**src/rtl/genit_lane_arb.sv**
```systemverilog
// genit_lane_arb
//   Round-robin arbiter sharing one fixed-latency 1-bit lane among NREQ
//   requesters. A winner's sample is driven onto lane_value. A tag
//   pipeline, matched to the lane latency, carries the winner's index so
//   that the lane result is routed back to the requester that issued it.
//
// Ports
//   clk, reset   clock, synchronous active-high reset
//   enable       permits new grants; the tag pipeline keeps draining when low
//   req          per-requester level request
//   value_in     per-requester sample bit
//   gnt          registered one-hot grant
//   lane_value   sample driven into the shared lane (holds when idle)
//   lane_result  lane output, valid LAT cycles after lane_value
//   rsp_valid    registered one-hot response strobe
//   rsp_result   returned lane result (holds when no response)
//   issue_cnt    wrapping count of grants since reset
module genit_lane_arb #(
  parameter int NREQ = 4,
  parameter int LAT  = 2
) (
  input  logic            clk,
  input  logic            reset,
  input  logic            enable,
  input  logic [NREQ-1:0] req,
  input  logic [NREQ-1:0] value_in,
  output logic [NREQ-1:0] gnt,
  output logic            lane_value,
  input  logic            lane_result,
  output logic [NREQ-1:0] rsp_valid,
  output logic            rsp_result,
  output logic [7:0]      issue_cnt
);

  localparam int IW = (NREQ > 1) ? $clog2(NREQ) : 1;

  logic [IW-1:0]          ptr;
  logic [IW-1:0]          cand;
  logic [IW-1:0]          win_idx;
  logic [IW-1:0]          ptr_nxt;
  logic                   win;
  logic                   grant_ok;

  // Tag pipeline: stage s is valid in the s-th cycle after the grant, so
  // stage LAT lines up with the matching lane_result.
  logic [LAT:0]           vld_pipe;
  logic [LAT:0][IW-1:0]   idx_pipe;

  function automatic logic [NREQ-1:0] onehot(input logic [IW-1:0] i);
    onehot    = '0;
    onehot[i] = 1'b1;
  endfunction

  // Rotating priority scan starting at ptr; first set request wins.
  always_comb begin
    win     = 1'b0;
    win_idx = '0;
    cand    = '0;
    for (int o = 0; o < NREQ; o++) begin
      cand = IW'((int'(ptr) + o) % NREQ);
      if (!win && req[cand]) begin
        win     = 1'b1;
        win_idx = cand;
      end
    end
  end

  assign grant_ok = enable & win;
  assign ptr_nxt  = (win_idx == IW'(NREQ - 1)) ? '0 : win_idx + 1'b1;

  always_ff @(posedge clk) begin
    if (reset) begin
      gnt        <= '0;
      lane_value <= 1'b0;
      issue_cnt  <= '0;
      ptr        <= '0;
      vld_pipe   <= '0;
      idx_pipe   <= '0;
      rsp_valid  <= '0;
      rsp_result <= 1'b0;
    end else begin
      gnt <= grant_ok ? onehot(win_idx) : '0;
      if (grant_ok) begin
        lane_value <= value_in[win_idx];
        issue_cnt  <= issue_cnt + 8'd1;
        ptr        <= ptr_nxt;
      end

      // Shifts every cycle regardless of enable so in-flight samples drain.
      vld_pipe[0] <= grant_ok;
      idx_pipe[0] <= win_idx;
      for (int s = 1; s <= LAT; s++) begin
        vld_pipe[s] <= vld_pipe[s-1];
        idx_pipe[s] <= idx_pipe[s-1];
      end

      rsp_valid <= vld_pipe[LAT] ? onehot(idx_pipe[LAT]) : '0;
      if (vld_pipe[LAT])
        rsp_result <= lane_result;
    end
  end

endmodule

```
**config.mk**
```make
export PLATFORM = sky130hd
export DESIGN_NAME = genit_lane_arb
export DESIGN_NICKNAME = d
export VERILOG_FILES = /design/src/rtl/genit_lane_arb.sv
export SDC_FILE = /design/constraint.sdc
export NUM_CORES = 1
export LEC_CHECK = 0
export CAP_MARGIN = 15
export CORE_MARGIN = 4
export CORE_UTILIZATION = 40
export CTS_CLUSTER_SIZE = 25
export DETAILED_ROUTE_END_ITERATION = 8
export PLACE_DENSITY = 0.69
export REMOVE_ABC_BUFFERS = 1
export SLEW_MARGIN = 20
export SYNTH_ARGS = -nofsm -noshare
export SYNTH_HDL_FRONTEND = slang
export SYNTH_SLANG_ARGS = --single-unit
```
**constraint.sdc**
```tcl
create_clock -name clk -period 3.5 [get_ports clk]
set_input_delay 0.7 -clock clk [delete_from_list [all_inputs] [get_ports clk]]
set_output_delay 0.7 -clock clk [all_outputs]
set_load 0.1 [all_outputs]
```
==> results list, run 1 <==
- Inserted Diodes: 0
- Placed wire-length estimate after detailed placement: approximately 1400 um
* Number of endpoints with negative hold slack in the final report: 0
- Final critical-path share of the clock period: 0.738
* Detailed-route wire length: 1840 um
- Number of detailed-route iterations in the first pass: 4
- Sequential share of power: 0.537
* Run status: finished clean
- The congestion estimate from routability-driven global placement came to between 0.7 and 0.8.
* R2R Path Start: ptr[0]
* Area leader, netlist: dfxtp_1
- The number of clock buffers added by TritonCTS is 5.
* Summed area of non-filler cells in the final layout: between 0.001 and 0.0015 mm^2
* Depth of the CTS H-tree: 2
- STA classifies the critical path endpoint as an output pin.
- Startpoint-to-endpoint class of the critical path: flip-flop to output pin
* TritonCTS clock tree: done
* Proportion of netlist area held by the largest area contributor: 0.540
- Summed over all layers, the global routing overflow is 0.
- Cell-by-cell trace of the critical path: clkdlybuf4s50_1
- Clock latency on the worst-skew pair, taken at its later pin, is 310 ps.
* Buffers inserted by post-CTS timing repair: 0
- For this run, the post-layout net count is around 160.
- dfxtp_1 is the most common cell in the netlist.
* Filler Cell Count: about 240
- The largest single stage delay on the critical path is 1160 ps.
- The number of max-slew violations in the final report came to 0.
* Final critical delay including setup and external delays: approximately 2600 ps
* Initial antenna violation count: 0
- Of the total power, the share spent switching nets is 0.290.
- DRC violations left: 0
- #FFs+latches synth: 29
* Leading cell types by count after synthesis: dfxtp_1, nor2_1, nor2b_1
- Worst hold margin: 441 ps
* RSZ-0062 raised after global routing: false
* Global-route wire length before repair: 3100 um
* Actual slew at the worst max-slew pin: around 980 ps
- Entering global routing, the biggest net connects 23 pins.
* Share of synthesized registers carrying an async set or reset: 0
- In this run the static leakage power is slightly below 0.0006 uW.
- CTS saw 29 sinks.
- The netlist uses 29 different library cells.
- Worst max-slew margin expressed relative to the limit: 0.348
- A synthesized cell averages roughly 10 um^2.
* Detail Route Antenna Nets: 0
- EDFF count, synth: 0
- Measured along the y axis, the die boundary spans approximately 60 um.
- Based on the critical path, the design can be clocked at up to a little under 0.4 GHz.
- The floorplan step defined a die boundary enclosing between 0.003 and 0.004 mm^2.
- STA classifies the critical path startpoint as a flip-flop.
- After detailed routing, the number of vias per cell comes to approximately 4.7.
- IR analysis of the VDD net gives a maximum drop of between 0.0003 and 0.0004 V.
* Required time worst endpoint: ~2800 ps
- Core Footprint: about 0.0025 mm^2
- Die Width: 59.8 um
- Relative to the synthesized area, the layout overhead comes to 33.9%.
- Crit-path leading delay family: buffers and inverters
- I/O Pins: 30
- Number of DRC markers in iteration 0: 9
- The internal portion of the total power is about 470 uW.
* Total placed instance area: approximately 0.0014 mm^2
- Vias after detailed routing: 810
* Number of port buffers: 29
- Maximum clock path buffer count: 2
- Starting Density: 0.426
* Core utilization of the finished layout: 0.570
- On the final layout, the worst clock skew is 6.73 ps.
- CP Launch Point: issue_cnt[2]
- Num rows: 18
- Power density over cell area: around 460 mW/mm^2
- Post-CTS repair changed the size of 0 cells.
- The share of total power dissipated in the clock network is 0.274.
- Among all stages on the critical path, the largest delay is contributed by clkdlybuf4s50_1.
- WL/cell: between 10 and 15 um
* Number of maximum-capacitance constraint violations: 0
- Yosys warnings: 0
- Along the worst path, the maximum fanout reaches 5.
- Buffer and inverter count on the worst path: 1
- Total Routing Usage GR: 0.120
- Data arrival, critical path: 1880 ps
- Top post-synthesis cells by area: dfxtp_1, nor2_1, xor2_1, nor2b_1, mux2i_1
- Post-cts hold buffer count: 0
- Setup total negative slack on the finished layout was measured at 0 ps.
* Startpoint of the tightest hold check path: idx_pipe[3]
* Clock Root Buffer: clkbuf_4
* Cell area after technology mapping: between 0.001 and 0.0015 mm^2
- Of the cells placed in the final design, the portion with a size suffix greater than 1 is 0.0638.
* Hold crit path type: flip-flop to flip-flop
- Net switching power: 191 uW
* Main flop type after synthesis: dfxtp_1
- Clock input transition at the sequential cells of the worst setup and hold paths: 80 ps
* Portion of total power attributed to combinational logic: 0.189
- Setup violations remaining at the end of the flow were counted as 0.
* Number of instances in the synthesized netlist: approximately 110
- The number of global-route vias before repair is 747.
* Part of the Yosys area used for sequential elements: 0.540
-- metal layers --
| layer | part of all wire | track usage | up-vias |
|---|---|---|---|
| met5 | 0 | 0 | - |
| met4 | 0.0076 | 0.0728 | 0 |
| met3 | 0.075 | 0.0713 | 2 |
| met2 | 0.47 | 0.179 | 23 |
| met1 | 0.45 | 0.128 | 364 |
| li1 | - | - | 421 |
-- layout make-up --
cell class	instances	area [um^2]	area share
flip-flops and latches	29	581	0.403
multi-input cells	70	463	0.322
repair buffers	29	290	0.202
clock buffers	8	48.8	0.0339
well taps	30	37.5	0.0261
inverters	5	18.8	0.0130
-- worst paths after layout --
check	to	slack, ps	depth (start not counted)
min	idx_pipe[5]	440	1
max	issue_cnt[2]	920	1
min reg2reg	idx_pipe[5]	440	1
max reg2reg	ptr[1]	1910	6
-- metrics by stage --
step	instances	worst slack [ps]	total power, uW
after floorplan	104	1580	447
after global placement	163	992	484
after detailed placement	163	946	486
after CTS	171	891	672
after global routing	171	831	698
final	171	918	658
-- power groups by stage --
stage	clock, uW	sequential (uW)	combinational, uW
after floorplan	0	407	40.1
after global placement	0	361	124
after detailed placement	0	361	125
after CTS	193	353	126
after global routing	209	356	133
final	180	353	125
-- registers in the layout (all words and copies together) (netlist names) --
register	flops
idx_pipe	6
ptr	2
rsp_valid	4
rsp_result	1
issue_cnt	8
vld_pipe	3
lane_value	1
gnt	4
-- placed cells by master (no fill, tap or decap), types with 3 or more instances in the layout --
cell	instances
dfxtp_1	29
clkdlybuf4s50_1	29
nor2_1	17
nor2b_1	8
nand2_1	6
xor2_1	6
clkbuf_4	5
inv_1	4
and3_1	4
mux2i_1	4
nand4_1	3
ha_1	3
clkbuf_1	3
-- kinds of logic after synthesis --
logic type / count (synthesis) / synth area share
and+or+nand+nor: 47 / 0.227
DFF: 29 / 0.540
AOI/OAI and AO/OA: 9 / 0.0745
buffers and inverters: 8 / 0.0291
xor gates and xnor gates: 7 / 0.0570
muxes: 4 / 0.0373
adders and majority gates: 3 / 0.0349
Note: power is estimated with default switching activity, not from simulation.
==> run 2, diff against run 1 <==
Settings changed: PLACE_DENSITY 0.69 to 0.71.
Clock period 3.5 ns to 2.11 ns, I/O delays scaled along.
==> results list, run 2 (same netlist as run 1, synthesis figures left out) <==
* Initial antenna violation count: 0 (unchanged)
* Number of buffers created by CTS: 5 (unchanged)
* Nature of the critical path endpoint: flip-flop
- Flip-flop count of the largest register after layout: 8 (unchanged)
* Regs by FF count: issue_cnt (8), idx_pipe (6)
- The width of the chip was 59.8 um (unchanged).
- The number of nets in the final layout came to 160 (+3.2%).
- The number of max-slew violations in the final report came to 0 (unchanged).
* I/O Pins: 30 (unchanged)
* Detailed-route wire length: 1830 um (-0.33%)
* Total of endpoints with negative setup slack in the final report: 0 (unchanged)
- The total negative setup slack came to 0 ps (unchanged).
- In the layout the commonest cells are dfxtp_1, buf_4, nor2_1.
- The post-detailed-placement half-perimeter wirelength came to 1450 um (+3.6%).
- Peak clock frequency supported by timing: around 0.56 GHz
* TritonCTS Sinks: 29 (unchanged)
* Worst skew pair latency: 320 ps (about the same)
* Data arrival, critical path: 2020 ps (+140 ps)
* Maximum clock path buffer count: 2 (unchanged)
- Num rows: 18 (unchanged)
* Global-route wire length before repair: 2990 um (-3.4%)
- TritonCTS clock tree: done
- Die extent in y: 59.8 um (unchanged)
- The hold violation count in the final report was 0 (unchanged).
* Cell-by-cell trace of the critical path: clkdlybuf4s50_1, or2b_1, a21oi_2, a211oi_4, inv_2, ha_1, a211oi_1
- The wire length per cell is 10.5 um (-2.6%).
* Starting Density: 0.426 (unchanged)
- Register cell area after layout: 581 um^2 (unchanged)
- Core Footprint: 0.00252 mm^2 (unchanged)
- The tightest slew margin relative to the limit is 0.815 (+0.467).
- The overall power consumption came to 1130 uW (+71%).
- Run status: finished clean
- The critical path is of the primary input to flip-flop type.
- The number of global-route vias before repair is 737 (-1.3%).
* Worst setup slack after layout: 329 ps (-589 ps)
- The largest incremental delay on the critical path was 540 ps (-620 ps).
* Clock input transition at the sequential cells of the worst setup and hold paths: 80 ps (about the same)
- Leakage power: 0.000647 uW (+11%)
- The worst clock skew was 5.93 ps (-0.792 ps).
- Required time worst endpoint: 2350 ps (-450 ps)
- The global-route usage over all layers is 0.118 (-0.00189).
- Total congestion overflow after global routing: 0 (unchanged)
- Largest Register: issue_cnt
- The count of nets left with antenna violations after detail routing was 0 (unchanged).
- Largest fanout of any net on the critical path: 5 (unchanged)
- RSZ-0062 raised after global routing: false
- The worst setup path is launched from a primary input.
- Post-cts repair resize count: 0 (unchanged)
* Most common cell after layout, fill and taps aside: dfxtp_1
* Actual slew at the worst max-slew pin: 280 ps (-695 ps)
- Peak ir drop on the vdd network: 0.000490 V (+60%)
- The ratio of routed vias to standard cells is 4.69 (-1.1%).
- Routability-driven placement congestion ratio: 0.798 (+10%)
* Final critical-path share of the clock period: 0.844
* Hold crit path type: flip-flop to flip-flop
- Among all stages on the critical path, the largest delay is contributed by clkdlybuf4s50_1.
* Share of post-route cells with drive strength above 1: 0.228 (+0.164)
* Clock Root Buffer: clkbuf_4
* Number of DRC markers in iteration 0: 25 (+16)
- The area growth from synthesis to final layout is 33.8% (about the same).
- Core utilization of the finished layout: 0.570 (about the same)
- The pin count of the biggest net entering global routing was 11 (-52%).
- Vias after detailed routing: 820 (+1.2%)
- DRC violations left: 0 (unchanged)
- The reported max-cap violation count came to 0 (unchanged).
* Filler Cell Count: 232 (-1.7%)
* Number of detailed-route iterations in the first pass: 4 (unchanged)
* Inserted Diodes: 0 (unchanged)
- Number of port buffers: 29 (unchanged)
- The area of the multi-input gates is 463 um^2 (unchanged).
- The worst path needs approximately 1800 ps of the cycle, external delays included.
- The worst setup timing slack at the placement stage came to -42.1 ps (-988 ps).
* Buffers inserted by post-CTS timing repair: 0 (unchanged)
- The number of H-tree levels came to 2 (unchanged).
- Post-cts hold buffer count: 0 (unchanged)
* Die area: 0.00358 mm^2 (unchanged)
- Power density over cell area: 784 mW/mm^2 (+71%)
## run 2: final cells by class
| class | count | area share |
|---|---|---|
| clock buffer | 7 | 0.0383 |
| inverter | 5 | 0.0131 |
| multi-input combinational | 70 | 0.322 |
| sequential | 29 | 0.404 |
| tap | 30 | 0.0261 |
| timing repair buffer | 34 | 0.197 |
## run 2: power breakdown
part           leakage [uW]  internal [uW]  switching (uW)  total (uW)
logic              0.000380           75.4             136         212
registers          0.000236            571            14.8         586
clock network     0.0000314            157             173         330
total              0.000647            803             324        1130
## run 2: final timing paths
check              start          end  slack (ps)  cells past startpoint
max reg2reg       ptr[1]       ptr[1]         560                      6
min          idx_pipe[0]  idx_pipe[2]         440                      1
min reg2reg  idx_pipe[0]  idx_pipe[2]         440                      1
max               req[1]       ptr[1]         330                      7
## run 2: metal layers
layer / vias up / GRT usage / wire length, um
li1: 430 / - / -
met1: 362 / 0.125 / 794
met2: 21 / 0.179 / 854
met3: 7 / 0.0648 / 140
met4: 0 / 0.0759 / 44
met5: - / 0 / 0
## run 2: stage by stage
stage	hold slack (ps)	cell area [um^2]	instances
3_3_place_gp	417	1380	168
6_report	436	1440	175
2_1_floorplan	414	1060	104
3_5_place_dp	423	1380	168
5_1_grt	456	1440	175
4_1_cts	443	1440	175
## run 2: worst max-delay path: cells and delay by family
family / cells / cell delay [ps]
buf+inv: 2 / 640
simple gates: 1 / 140
compound gates: 3 / 530
fa+ha+maj: 1 / 280
